==> src/rtl/audio_synth_wb.sv <==
// audio_synth_wb: N_CH phase-accumulator tone generators configured over Wishbone.
// A single adder mixes the channels into MSB-aligned stereo samples behind a valid/ack handshake.
module audio_synth_wb #(
    parameter int N_CH = 2,
    parameter int AW   = 20,
    parameter int OW   = 24
) (
    input  logic          clk,
    input  logic          rst_n,
    input  logic [4:0]    wb_addr,
    input  logic [31:0]   wb_wdata,
    output logic [31:0]   wb_rdata,
    input  logic          wb_we,
    input  logic          wb_cyc,
    output logic          wb_ack,
    output logic [OW-1:0] audio_l,
    output logic [OW-1:0] audio_r,
    output logic          valid,
    input  logic          ack
);

    localparam int ACC_W = (N_CH == 1) ? 16 : 16 + $clog2(N_CH);
    localparam int SW    = (N_CH > 1) ? $clog2(N_CH) : 1;

    // Handshake: valid is high only in HOLD, and audio_l/r then carry a finished mix.
    // The sample is consumed on a cycle with valid & ack; ack outside HOLD is dropped, never queued.
    typedef enum logic [1:0] {S_IDLE, S_MIX, S_LOAD, S_HOLD} state_t;

    state_t                  r_state, w_state_nxt;
    logic [SW-1:0]           r_slot;
    logic                    r_wb_ack;
    logic [1:0]              r_mode  [N_CH];
    logic [3:0]              r_vol   [N_CH];
    logic                    r_pan_l [N_CH];
    logic                    r_pan_r [N_CH];
    logic [AW-1:0]           r_step  [N_CH];
    logic [AW-1:0]           r_phase [N_CH];
    logic signed [ACC_W-1:0] r_acc_l, r_acc_r;
    logic [OW-1:0]           r_audio_l, r_audio_r;

    logic                    w_wr, w_last, w_first, w_pl, w_pr, w_unused;
    logic [N_CH-1:0]         w_clr;
    logic [31:0]             w_rd;
    logic [1:0]              w_mode;
    logic [3:0]              w_vol;
    logic [AW-1:0]           w_p;
    logic [15:0]             w_tri_u;
    logic signed [15:0]      w_s, w_v;
    logic signed [ACC_W-1:0] w_v_ext, w_acc_l_nxt, w_acc_r_nxt;

    assign w_wr     = wb_cyc & wb_we & r_wb_ack;
    assign w_last   = (r_slot == SW'(N_CH - 1));
    assign w_first  = (r_slot == '0);
    assign w_unused = ^wb_wdata;

    always_ff @(posedge clk or negedge rst_n) begin
        if (!rst_n) begin
            r_state  <= S_IDLE;
            r_slot   <= '0;
            r_wb_ack <= 1'b0;
        end else begin
            r_state  <= w_state_nxt;
            r_slot   <= (r_state == S_MIX && !w_last) ? r_slot + SW'(1) : '0;
            r_wb_ack <= wb_cyc & ~r_wb_ack;
        end
    end

    always_comb begin
        w_state_nxt = r_state;
        case (r_state)
            S_IDLE:  w_state_nxt = S_MIX;
            S_MIX:   if (w_last) w_state_nxt = S_LOAD;
            S_LOAD:  w_state_nxt = S_HOLD;
            S_HOLD:  if (ack) w_state_nxt = S_MIX;
            default: w_state_nxt = S_IDLE;
        endcase
    end

    always_comb begin
        w_clr = '0;
        w_rd  = '0;
        for (int c = 0; c < N_CH; c++) begin
            w_clr[c] = w_wr && (wb_addr == 5'(2 * c)) && wb_wdata[31];
            if (wb_addr == 5'(2 * c))
                w_rd = {22'b0, r_pan_r[c], r_pan_l[c], r_vol[c], 2'b00, r_mode[c]};
            if (wb_addr == 5'(2 * c + 1))
                w_rd = 32'(r_step[c]);
        end
    end

    assign wb_ack   = r_wb_ack;
    assign wb_rdata = r_wb_ack ? w_rd : '0;

    // Phase clear from a CTRL write takes priority over that channel's advance.
    always_ff @(posedge clk or negedge rst_n) begin
        if (!rst_n) begin
            for (int c = 0; c < N_CH; c++) begin
                r_mode[c]  <= '0;
                r_vol[c]   <= '0;
                r_pan_l[c] <= 1'b0;
                r_pan_r[c] <= 1'b0;
                r_step[c]  <= '0;
                r_phase[c] <= '0;
            end
        end else begin
            for (int c = 0; c < N_CH; c++) begin
                if (w_wr && wb_addr == 5'(2 * c)) begin
                    r_mode[c]  <= wb_wdata[1:0];
                    r_vol[c]   <= wb_wdata[7:4];
                    r_pan_l[c] <= wb_wdata[8];
                    r_pan_r[c] <= wb_wdata[9];
                end
                if (w_wr && wb_addr == 5'(2 * c + 1))
                    r_step[c] <= wb_wdata[AW-1:0];
                if (w_clr[c])
                    r_phase[c] <= '0;
                else if (r_state == S_MIX && r_slot == SW'(c) && r_mode[c] != 2'd0)
                    r_phase[c] <= r_phase[c] + r_step[c];
            end
        end
    end

    always_comb begin
        w_mode = '0;
        w_vol  = '0;
        w_pl   = 1'b0;
        w_pr   = 1'b0;
        w_p    = '0;
        for (int c = 0; c < N_CH; c++) begin
            if (r_slot == SW'(c)) begin
                w_mode = r_mode[c];
                w_vol  = r_vol[c];
                w_pl   = r_pan_l[c];
                w_pr   = r_pan_r[c];
                w_p    = r_phase[c];
            end
        end
    end

    always_comb begin
        w_s     = '0;
        w_tri_u = w_p[AW-1] ? ~w_p[AW-2:AW-17] : w_p[AW-2:AW-17];
        case (w_mode)
            2'd1:    w_s = w_p[AW-1:AW-16] ^ 16'h8000;
            2'd2:    w_s = w_tri_u ^ 16'h8000;
            2'd3:    w_s = w_p[AW-1] ? 16'h8000 : 16'h7FFF;
            default: w_s = '0;
        endcase
    end

    assign w_v         = w_s >>> w_vol;
    assign w_v_ext     = ACC_W'(w_v);
    assign w_acc_l_nxt = (w_first ? '0 : r_acc_l) + (w_pl ? w_v_ext : '0);
    assign w_acc_r_nxt = (w_first ? '0 : r_acc_r) + (w_pr ? w_v_ext : '0);

    always_ff @(posedge clk or negedge rst_n) begin
        if (!rst_n) begin
            r_acc_l   <= '0;
            r_acc_r   <= '0;
            r_audio_l <= '0;
            r_audio_r <= '0;
        end else begin
            if (r_state == S_MIX) begin
                r_acc_l <= w_acc_l_nxt;
                r_acc_r <= w_acc_r_nxt;
            end
            if (r_state == S_LOAD) begin
                r_audio_l <= OW'(r_acc_l) <<< (OW - ACC_W);
                r_audio_r <= OW'(r_acc_r) <<< (OW - ACC_W);
            end
        end
    end

    assign valid   = (r_state == S_HOLD);
    assign audio_l = r_audio_l;
    assign audio_r = r_audio_r;

endmodule

==> config.mk <==
export PLATFORM = sky130hd
export DESIGN_NAME = audio_synth_wb
export DESIGN_NICKNAME = d
export VERILOG_FILES = /design/src/rtl/audio_synth_wb.sv
export SDC_FILE = /design/constraint.sdc
export NUM_CORES = 1
export LEC_CHECK = 0
export ABC_AREA = 1
export CAP_MARGIN = 20
export CELL_PAD_IN_SITES_DETAIL_PLACEMENT = 0
export CELL_PAD_IN_SITES_GLOBAL_PLACEMENT = 1
export CORE_MARGIN = 2
export CORE_UTILIZATION = 45
export DETAILED_ROUTE_END_ITERATION = 8
export HOLD_SLACK_MARGIN = 0.03
export PLACE_DENSITY_LB_ADDON = 0.1
export SYNTH_ARGS = -nofsm -noshare
export SYNTH_HDL_FRONTEND = slang
export SYNTH_SLANG_ARGS = --single-unit
export TNS_END_PERCENT = 100
==> constraint.sdc <==
create_clock -name clk -period 5.9 [get_ports clk]
set_input_delay 0.885 -clock clk [delete_from_list [all_inputs] [get_ports clk]]
set_output_delay 0.885 -clock clk [all_outputs]
set_load 0.005 [all_outputs]
After elaboration in Yosys (flattened, before gate mapping)
Index checks and enable logic that the tools add are counted.
{"block": "word_totals", "ff_bits": 168, "inputBits": 42, "output_inout_bits": 82, "word_cells": 88}
{"block": "op_classes", "n_addsub": 5, "eq_ne": 11, "shift": 1, "muxes": 25, "n_bitwise": 8, "n_reduce_logical": 19}
{"operator": "$mux W32", "count": 4}
{"operator": "$mux W20", "count": 5}
{"operator": "$mux W17", "count": 4}
{"operator": "$pmux W16 S3", "count": 1}
{"operator": "$add A20 B20 Y20", "count": 2}
{"operator": "$add A17 B17 Y17", "count": 2}
{"operator": "$mux W16", "count": 2}
{"operator": "$not A16 Y16", "count": 1}
{"operator": "$sshr A16 B4 Y16", "count": 1}
{"operator": "$logic_and A1 B1 Y1", "count": 11}
{"operator": "$eq A5 B2 Y1 const B", "count": 2}
{"operator": "$mux W10", "count": 1}
{"operator": "$eq A2 B2 Y1 const B", "count": 4}
{"operator": "$pmux W2 S4", "count": 1}
{"operator": "$reduce_bool A2 Y1", "count": 4}
{"operator": "$mux W2", "count": 3}
{"operator": "$eq A5 B1 Y1 const B", "count": 1}
{"operator": "$logic_not A5 Y1", "count": 1}
{"operator": "$eq A2 B1 Y1 const B", "count": 2}
{"operator": "$mux W4", "count": 1}
{"operator": "$not A1 Y1", "count": 4}
{"operator": "$and A1 B1 Y1", "count": 3}
{"operator": "$mux W1", "count": 3}
{"operator": "$logic_not A2 Y1", "count": 1}
{"operator": "other kinds (5)", "count": 5}

Longest topological paths before layout
Gate-level depths: netlist (run 1).
{"block": "logic_depth", "ltp_word": 8, "ltp_mapped": 27, "depth_no_buf": 26}

Worst setup path before layout (run 1)
No wires, ideal clock.
{"block": "synth_timing", "path_type": "reg2reg", "startpoint": "reg r_slot", "endpoint": "reg r_acc_l[12]", "t_arrival_ns": 3.107, "required_time_ns": 5.767, "path_slack_ns": 2.660, "path_stages_with_launch": 23, "path_buffers": 2, "cell_sequence": "dfrtp_1 buf_6 o21ai_2 buf_4 nand2_1 nand3_1 nand3_1 nand3_1 nand3_1 nand3_1 a21oi_1 ha_1 fa_1 nand2_1 nand2_1 nand2_1 nand2_1 a21oi_1 o21ai_0 nand2_1 nand2_1 xnor2_1 o21ai_0"}
{"block": "synth_between", "elab_chain_len": 8}
{"element": "start: declaration", "line_no": "30", "source": "logic [SW-1:0] r_slot;"}
{"element": "start signal: assignment", "line_no": "63", "source": "r_slot <= (r_state == S_MIX && !w_last) ? r_slot + SW'(1) : '0;"}
{"element": "$mux W20", "line_no": "130", "source": "if (r_slot == SW'(c)) begin"}
{"element": "$not A16 Y16", "line_no": "142", "source": "w_tri_u = w_p[AW-1] ? ~w_p[AW-2:AW-17] : w_p[AW-2:AW-17];"}
{"element": "$mux W16", "line_no": "142"}
{"element": "$not A1 Y1 (no line)"}
{"element": "$pmux W16 S3", "line_no": "143", "source": "case (w_mode)"}
{"element": "$sshr A16 B4 Y16", "line_no": "151", "source": "assign w_v = w_s >>> w_vol;"}
{"element": "$mux W17", "line_no": "153", "source": "assign w_acc_l_nxt = (w_first ? '0 : r_acc_l) + (w_pl ? w_v_ext : '0);"}
{"element": "$add A17 B17 Y17 (*)", "line_no": "153"}
{"element": "end signal: assignment", "line_no": "164", "source": "r_acc_l <= w_acc_l_nxt;"}
{"element": "end: declaration", "line_no": "38", "source": "logic signed [ACC_W-1:0] r_acc_l, r_acc_r;"}
Every way passes the cells marked *; elsewhere a longest branch is shown, timed or not.
A chain may end at the register's enable or synchronous reset.

Worst setup path after layout (run 1)
Same ends and word-level chain as after synthesis.

==> metrics.sh, run 1 <==
COREAREA_UM2=27100
ROUTED-VIA-COUNT=11600
HOLD_BUFFERS=0
BOUNDARYPINS=124
RUN_STATUS='completed'
HOLD_START='r_phase[22]'
CRIT-REG2REG-CAPTURE='r_acc_l[12]'
PEAKVDDDROP_mV=0.264
CRIT_PATH_TOP_DELAY_CELL='sky130_fd_sc_hd__o21ai_2'
DRTANTENNAVIOLNETS=0
IO_BUFFER_COUNT=86
FF_LATCH_AREA_UM2=4210
DRT-TOTAL-WL_MM=36.0
DETAIL_ROUTE.WL_PER_CELL_UM=16.4
WHS_PS=504
DRT_PASS1_ITERATIONS=5
WORSTPATHCELLLIST='buf_4, o21ai_2, nand2_1, nand3_1, nand3_1, nand3_1, nand3_1, nand3_1, a21oi_1, ha_1, fa_1, nand2_1, nand2_1, nand2_1, nand2_1, a21oi_1, o21ai_0, nand2_1, nand2_1, xnor2_1, o21ai_0'
GRT_SETUP_UNREPAIRED='false'
SYNTH_CELLS=1751
NETS=1927
INITIAL_UTILIZATION=0.460
SYNTHESIS.AREA_UM2=12500
POST_CTS.REPAIR.SETUP_BUFFERS=0
MAX_CLOCK_FREQ_MHz=223
TRITONCTS='done'
SYNTH_TOP_CELLS_BY_AREA='sky130_fd_sc_hd__dfrtp_1 34%, sky130_fd_sc_hd__nand2_1 15%, sky130_fd_sc_hd__nand3_1 7.4%, sky130_fd_sc_hd__ha_1 7.3%, sky130_fd_sc_hd__o21ai_0 6.2%'
NUMBER_OF_ANTENNA_VIOLATIONS_AT_THE_FIRST_CHECK_IN_GLOBAL_ROUTING=1
YS_TYPES=54
PERIOD_SHARE=0.759
TRACK_USAGE=0.257
CTS.SINKS=168
SLEW-LIMIT-HEADROOM=0.381
POSTLAYOUTCELLAREA_UM2=14000
SETUP-VIOLATIONS-FINAL=0
FLOW.AREA_GROWTH_FROM_SYNTHESIS_PCT=12.7
REG2REG_SLACK_PS=1420
SYNTH.FF_LATCH_COUNT=168
SYNTH_ASYNC_SR_FLOP_SHARE=1.00
FIN_TOTAL_PWR_mW=6.38
FILLERINSTANCES=2700
YOSYSWARNINGCOUNT=0
PLACE_CONGESTION=0.928
YOSYSTOPAREACELL='sky130_fd_sc_hd__dfrtp_1'
GRT-OVFL-TOTAL=0
SETUP_TNS_PS=0
DATA_REQUIRED_CRITICAL_PATH_PS=6200
CLOCK_LATENCY_OF_THE_LATER_CLOCKED_REGISTER_IN_THE_WORST_SKEW_PAIR_PS=450
LEADING_CELL_TYPES_IN_THE_LAYOUT_FILL_AND_TAPS_EXCLUDED='513 x sky130_fd_sc_hd__nand2_1, 184 x sky130_fd_sc_hd__nand3_1, 176 x sky130_fd_sc_hd__inv_1'
FINCLKSKEW_PS=19.3
REG2REGPATHDEPTH=21
DP.FINAL_HPWL_MM=27.1
CP-END-KIND='register'
PLACE_AREA_UM2=13400
GRT_PASS1_WL_MM=58.3
WORST_MIN_DELAY_PATH_CLASS='reg -> reg'
DIE_W_UM=170
DIE_AREA_UM2=29000
WORST-ENDPOINT-ARRIVAL_PS=4780
YS_DOMINANT_REG_CELL='sky130_fd_sc_hd__dfrtp_1'
DIE_H_UM=170
MAX-CLOCK-PATH-BUFFERS=2
SYNTH_ENABLE_FLOP_CELLS=0
STD_CELL_ROWS=60
POWER.DENSITY_CELL_AREA_nW_PER_UM2=455
CTS_MADE_BUFFERS=17
CELLLEAKAGEPOWER_nW=7.18
CTS_RESIZED=0
TIMING_WORST_SETUP_PATH_TYPE='reg -> reg'
SYNTH_LARGEST_TYPE_AREA_FRACTION=0.337
CPMOSTUSEDCELL='sky130_fd_sc_hd__nand2_1'
ROUTE.DETAILED.VIAS_PER_INST=5.29
CLOCKROOTBUFFER='sky130_fd_sc_hd__clkbuf_16'
LAYOUT.CELLS.MOST_COMMON='sky130_fd_sc_hd__nand2_1'
FINAL.MIN_CLOCK_PERIOD_PS=4480
VIA_COUNT_OF_THE_FIRST_GLOBAL_ROUTING_PASS=10700
DRCVIOLATIONCOUNT=0
TIMING.MAX_CAP.VIOLATIONS=0
WORST_SETUP_PATH_START_KIND='register'
YOSYSSEQAREASHARE=0.337
TIMING.FINAL.HOLD_VIOLATIONS=0
POSTSYNTHAREAPERCELL_UM2=7.12
GRT_MAX_DEGREE=169
TIMING_MAX_TRANSITION_VIOLATIONS_FINAL=0
MULTIINPUTGATEAREA_UM2=7140
DR.FIRST_ITER.DRC_COUNT=1011
CRIT_FANOUT=35
CLKSLEWWORSTSETUPHOLDPATHS_PS=80
TIMING.HOLD.WORST_ENDPOINT='r_phase[22]'
HOLDPATHSTAGES=2
SLOWEST_DELAY_PS=700
WORST_R2R_STARTPOINT='r_slot'
POST-ROUTE-UTIL=0.518
CTSHTREEMAXLEVEL=4
LAYOUT-DRIVE-GT1-SHARE=0.0681
WORST_SLEW_PIN_SLEW_PS=929
NUM_ANTENNA_CELLS=0
worst max-delay path, delay by kind of cell (launching register included):
kind            cells  cell delay, ps
compound gates      5            1490
flops               1             490
fa+ha+maj           2             660
simple gates       12            1220
xor+xnor            1             160
buf+inv             1             290
per-layer routing:
| layer | GRT usage | vias up | share of wire |
|---|---|---|---|
| met5 | 0 | - | 0 |
| met4 | 0.0531 | 0 | 0.011 |
| met3 | 0.0347 | 29 | 0.050 |
| met2 | 0.376 | 285 | 0.42 |
| met1 | 0.402 | 5441 | 0.52 |
| li1 | - | 5850 | - |
sequential cells by signal, indices dropped and copies added (netlist names):
register / cells
audio_l: 17
audio_r: 17
r_acc_l: 17
r_acc_r: 17
r_mode: 4
r_pan_l: 2
r_pan_r: 2
r_phase: 40
r_slot: 1
r_state: 2
r_step: 40
r_vol: 8
wb_ack: 1
per-stage QoR:
stage,setup WS [ps],instances
finish,1420,2192
global route,946,2192
CTS,1440,2192
detailed placement,1480,2161
global placement,1480,2161
floorplan,2660,1776
synthesized netlist by cell type, types with 4 or more instances:
| cell type | count |
|---|---|
| sky130_fd_sc_hd__inv_2 | 6 |
| sky130_fd_sc_hd__a21oi_1 | 90 |
| sky130_fd_sc_hd__a21o_1 | 12 |
| sky130_fd_sc_hd__inv_1 | 176 |
| sky130_fd_sc_hd__o22ai_1 | 9 |
| sky130_fd_sc_hd__nand2_2 | 9 |
| sky130_fd_sc_hd__nand3_1 | 184 |
| sky130_fd_sc_hd__fa_1 | 4 |
| sky130_fd_sc_hd__nor2_2 | 4 |
| sky130_fd_sc_hd__clkbuf_1 | 31 |
| sky130_fd_sc_hd__xor2_1 | 12 |
| sky130_fd_sc_hd__a22o_1 | 4 |
| sky130_fd_sc_hd__buf_2 | 11 |
| sky130_fd_sc_hd__or2_2 | 6 |
| sky130_fd_sc_hd__ha_1 | 73 |
| sky130_fd_sc_hd__dfrtp_1 | 168 |
| sky130_fd_sc_hd__nor2_1 | 104 |
| sky130_fd_sc_hd__a31oi_1 | 8 |
| sky130_fd_sc_hd__nand4_1 | 11 |
| sky130_fd_sc_hd__o21ai_1 | 4 |
| sky130_fd_sc_hd__o21ai_0 | 155 |
| sky130_fd_sc_hd__nor2_4 | 4 |
| sky130_fd_sc_hd__o21ai_2 | 7 |
| sky130_fd_sc_hd__buf_6 | 8 |
| sky130_fd_sc_hd__nand2_1 | 513 |
| sky130_fd_sc_hd__xnor2_1 | 11 |
| sky130_fd_sc_hd__nand2_4 | 4 |
| sky130_fd_sc_hd__mux2_2 | 32 |
| sky130_fd_sc_hd__nor3_1 | 13 |
| sky130_fd_sc_hd__a211oi_1 | 5 |
| sky130_fd_sc_hd__buf_4 | 30 |
| sky130_fd_sc_hd__o21bai_1 | 7 |
cell type report:
cell class              instances  area share
repair buffers                 96      0.0676
multi-input cells            1341       0.508
inverters                     184      0.0492
flip-flops and latches        168       0.299
well taps                     372      0.0331
clock inverters                13      0.0113
clock buffers                  18      0.0313
power breakdown:
group	internal, mW	switching (mW)	total (mW)
clock network	0.647	0.533	1.18
logic	1.24	2.16	3.40
registers	1.50	0.310	1.81
total	3.38	3.01	6.38
kinds of logic (layout without fill, tap and decap cells):
group | Yosys count | in the layout | share of synthesized area
simple gates | 862 | 862 | 0.295
mux | 32 | 32 | 0.0289
fa+ha+maj | 77 | 77 | 0.0797
compound gates | 321 | 321 | 0.145
flops | 168 | 168 | 0.337
other cells | 1 | 26 | 0.000301
xor+xnor | 23 | 23 | 0.0162
buf+inv | 267 | 311 | 0.0976
how the worst max path moves through the flow:
| stage | slack, ps | cells past startpoint | end | start |
|---|---|---|---|---|
| floorplan | 2660 | 22 | r_acc_l[12] | r_slot |
| global placement | 1480 | 21 | r_acc_l[12] | r_slot |
| detailed placement | 1480 | 21 | r_acc_l[12] | r_slot |
| CTS | 1440 | 21 | r_acc_l[12] | r_slot |
| global route | 950 | 22 | r_acc_r[16] | r_slot |
| finish | 1420 | 21 | r_acc_l[12] | r_slot |
(Power assumes the default switching activity.)
==> inputs of run 2 (changes only) <==
--- a/config.mk
+++ b/config.mk
@@ -10,7 +10,7 @@
 export CELL_PAD_IN_SITES_DETAIL_PLACEMENT = 0
 export CELL_PAD_IN_SITES_GLOBAL_PLACEMENT = 1
 export CORE_MARGIN = 2
-export CORE_UTILIZATION = 45
+export CORE_UTILIZATION = 43
 export DETAILED_ROUTE_END_ITERATION = 8
 export HOLD_SLACK_MARGIN = 0.03
 export PLACE_DENSITY_LB_ADDON = 0.1
==> constraint.sdc (replaced) <==
create_clock -name clk -period 4.38 [get_ports clk]
set_input_delay 0.657 -clock clk [delete_from_list [all_inputs] [get_ports clk]]
set_output_delay 0.657 -clock clk [all_outputs]
set_load 0.005 [all_outputs]
==> run 2 against run 1 <==
  * Worst setup slack got worse by 1100 ps
  * Critical endpoint is now r_acc_r[13]
  * Total power increased by 37%
  * Final area increased by 1.1%
  * Clock skew decreased by 4.1 ps
  * Cell count increased by 1.2%
  * Sequential power increased by 34%
  * Highest routed layer unchanged
==> metrics.sh, run 2 (synthesized netlist as in run 1, its figures left out) <==
RUN_STATUS='completed'
TRITONCTS='done'
POWER.DENSITY_CELL_AREA_nW_PER_UM2=616  # +36%
DP.FINAL_HPWL_MM=28.7  # +6.2%
POST_LAYOUT_NONFILLER_INSTANCES=2218  # +1.2%
DRT_PASS1_ITERATIONS=6  # +1
FIN_TOTAL_PWR_mW=8.75  # +37%
NUMBER_OF_ANTENNA_VIOLATIONS_AT_THE_FIRST_CHECK_IN_GLOBAL_ROUTING=0  # -1
DIE_AREA_UM2=30400  # +4.5%
GRT-OVFL-TOTAL=0  # unchanged
MAX_CLOCK_FREQ_MHz=244  # +9.5%
WORST_SETUP_PATH_START_KIND='register'
DIE_H_UM=174  # +2.2%
PERIOD_SHARE=0.934  # +0.175
CTS.SINKS=168  # unchanged
ROUTED-VIA-COUNT=11700  # +0.77%
GRT_PASS1_WL_MM=60.1  # +3.0%
NUM_ANTENNA_CELLS=0  # unchanged
GRT_MAX_DEGREE=77  # -54%
CLOCK_LATENCY_OF_THE_LATER_CLOCKED_REGISTER_IN_THE_WORST_SKEW_PAIR_PS=450  # about the same
CPMOSTUSEDCELL='sky130_fd_sc_hd__nand3_1'
DETAIL_ROUTE.WL_PER_CELL_UM=16.9  # +3.2%
DRTANTENNAVIOLNETS=0  # unchanged
TIMING_MAX_TRANSITION_VIOLATIONS_FINAL=0  # unchanged
LAYOUT.CELLS.MOST_COMMON='sky130_fd_sc_hd__nand2_1'
TIMING.FINAL.HOLD_VIOLATIONS=0  # unchanged
CRIT_PATH_TOP_DELAY_CELL='sky130_fd_sc_hd__o21a_2'
DRCVIOLATIONCOUNT=0  # unchanged
SETUP-VIOLATIONS-FINAL=0  # unchanged
CLKSLEWWORSTSETUPHOLDPATHS_PS=80  # about the same
WORST_SLEW_PIN_SLEW_PS=859  # -69.8 ps
PEAKVDDDROP_mV=0.323  # +23%
DR.FIRST_ITER.DRC_COUNT=994  # -1.7%
COREAREA_UM2=28600  # +5.6%
SLEW-LIMIT-HEADROOM=0.427  # +0.0466
PATH_DELAY_FAMILY='compound AO/OA/AOI/OAI gates'
SETUP_TNS_PS=0  # unchanged
LEADING_CELL_TYPES_IN_THE_LAYOUT_FILL_AND_TAPS_EXCLUDED='513 x sky130_fd_sc_hd__nand2_1, 184 x sky130_fd_sc_hd__nand3_1, 174 x sky130_fd_sc_hd__inv_1'
FINCLKSKEW_PS=15.2  # -4.08 ps
GRT_SETUP_UNREPAIRED='false'
PLACE_CONGESTION=0.920  # -0.84%
CLOCKROOTBUFFER='sky130_fd_sc_hd__clkbuf_16'
CTS_MADE_BUFFERS=17  # unchanged
STD_CELL_ROWS=62  # +3.3%
LAYOUT_TOP_REGISTERS='r_phase: 40 flops, r_step: 40 flops'
MAX-CLOCK-PATH-BUFFERS=2  # unchanged
HOLD_BUFFERS=0  # unchanged
FINAL.MIN_CLOCK_PERIOD_PS=4090  # -388 ps
SLOWEST_DELAY_PS=450  # -250 ps
NETS=1940  # +0.67%
LAYOUT-DRIVE-GT1-SHARE=0.0763  # +0.00820
WORST_MIN_DELAY_PATH_CLASS='in -> async'
CTSHTREEMAXLEVEL=4  # unchanged
FLOW.AREA_GROWTH_FROM_SYNTHESIS_PCT=13.9
TIMING_WORST_SETUP_PATH_TYPE='reg -> reg'
WORSTPATHCELLLIST='buf_12, o21a_2, clkinvlp_4, buf_4, nand3_1, nand3_1, nand3_1, nand3_1, a21oi_1, ha_1, a21oi_1, o21ai_0, nand2_1, nand4_1, a21o_1, or2_2, nand3_1, nand2_1'
DATA_REQUIRED_CRITICAL_PATH_PS=4730  # -1470 ps
IO_BUFFER_COUNT=86  # unchanged
CELLLEAKAGEPOWER_nW=7.26  # +1.1%
CP-END-KIND='register'
DRT-TOTAL-WL_MM=37.6  # +4.4%
INITIAL_UTILIZATION=0.435  # -0.0245
CP.BUFFERS_INVERTERS=3  # +2
VIA_COUNT_OF_THE_FIRST_GLOBAL_ROUTING_PASS=10900  # +1.8%
DP_CELLS=2184  # +1.1%
DIE_W_UM=174  # +2.2%
POST-ROUTE-UTIL=0.496  # -0.0223
BOUNDARYPINS=124  # unchanged
CRIT_FANOUT=53  # +51%
ROUTE.DETAILED.VIAS_PER_INST=5.27  # -0.41%
WORST-ENDPOINT-ARRIVAL_PS=4440  # -340 ps
TIMING.MAX_CAP.VIOLATIONS=0  # unchanged
TRACK_USAGE=0.252  # -0.00522
[run 2: cell count changes in the layout (fill, tap and decap cells not counted), moves of 2 or more]
cell                         delta
sky130_fd_sc_hd__clkinv_2       +2
sky130_fd_sc_hd__buf_4         +12
sky130_fd_sc_hd__inv_1          -2
sky130_fd_sc_hd__clkbuf_8       +2
sky130_fd_sc_hd__clkinvlp_4     -2
[run 2: area by class of cell]
type                       instances  area [um^2]
clock buffer                      21          470
clock inverter                    11          136
fill                            2913        14400
inverter                         184          698
multi-input combinational       1341         7150
timing repair buffer             109         1060
tap                              384          480
sequential                       168         4210
[run 2: through the flow]
step           hold slack, ps  worst slack, ps  area, um^2
3_5_place_dp              489              294       13600
3_3_place_gp              476              284       13600
2_1_floorplan             361             1140       12600
4_1_cts                   272              277       14200
5_1_grt                   292             23.8       14200
6_report                  219              288       14200
[run 2: repair_timing]
item,CTS,global route
resized for setup,0,4
setup endpoints to repair,0,6
endpoints found under the hold margin,0,0
setup buffers,0,2
[run 2: final timing paths]
path | startpoint | to | slack, ps | cells after the start
max | r_slot | r_acc_r[13] | 290 | 18
min | rst_n | r_phase[36] | 220 | 1
max reg2reg | r_slot | r_acc_r[13] | 290 | 18
min reg2reg | r_phase[2] | r_phase[2] | 500 | 2
max in group asynchronous | rst_n | r_phase[11] | 3180 | 2
min in group clk | r_phase[2] | r_phase[2] | 500 | 2
[run 2: routing by layer]
| layer | track usage | up-vias | share of wire |
|---|---|---|---|
| met2 | 0.364 | 266 | 0.42 |
| met3 | 0.0475 | 28 | 0.049 |
| met1 | 0.387 | 5515 | 0.52 |
| met5 | 0 | - | 0 |
| li1 | - | 5885 | - |
| met4 | 0.0550 | 0 | 0.012 |
[run 2: where the power goes]
part	switching, mW	internal, mW
combinational	2.99	1.72
clock	0.704	0.901
sequential	0.412	2.02
==> inputs of run 3 (changes only) <==
--- a/config.mk
+++ b/config.mk
@@ -11,6 +11,7 @@
 export CELL_PAD_IN_SITES_GLOBAL_PLACEMENT = 1
 export CORE_MARGIN = 2
 export CORE_UTILIZATION = 43
+export CTS_CLUSTER_SIZE = 20
 export DETAILED_ROUTE_END_ITERATION = 8
 export HOLD_SLACK_MARGIN = 0.03
 export PLACE_DENSITY_LB_ADDON = 0.1
==> results of run 3 <==
The final DEF is identical to that of run 2; final timing and power are the same.
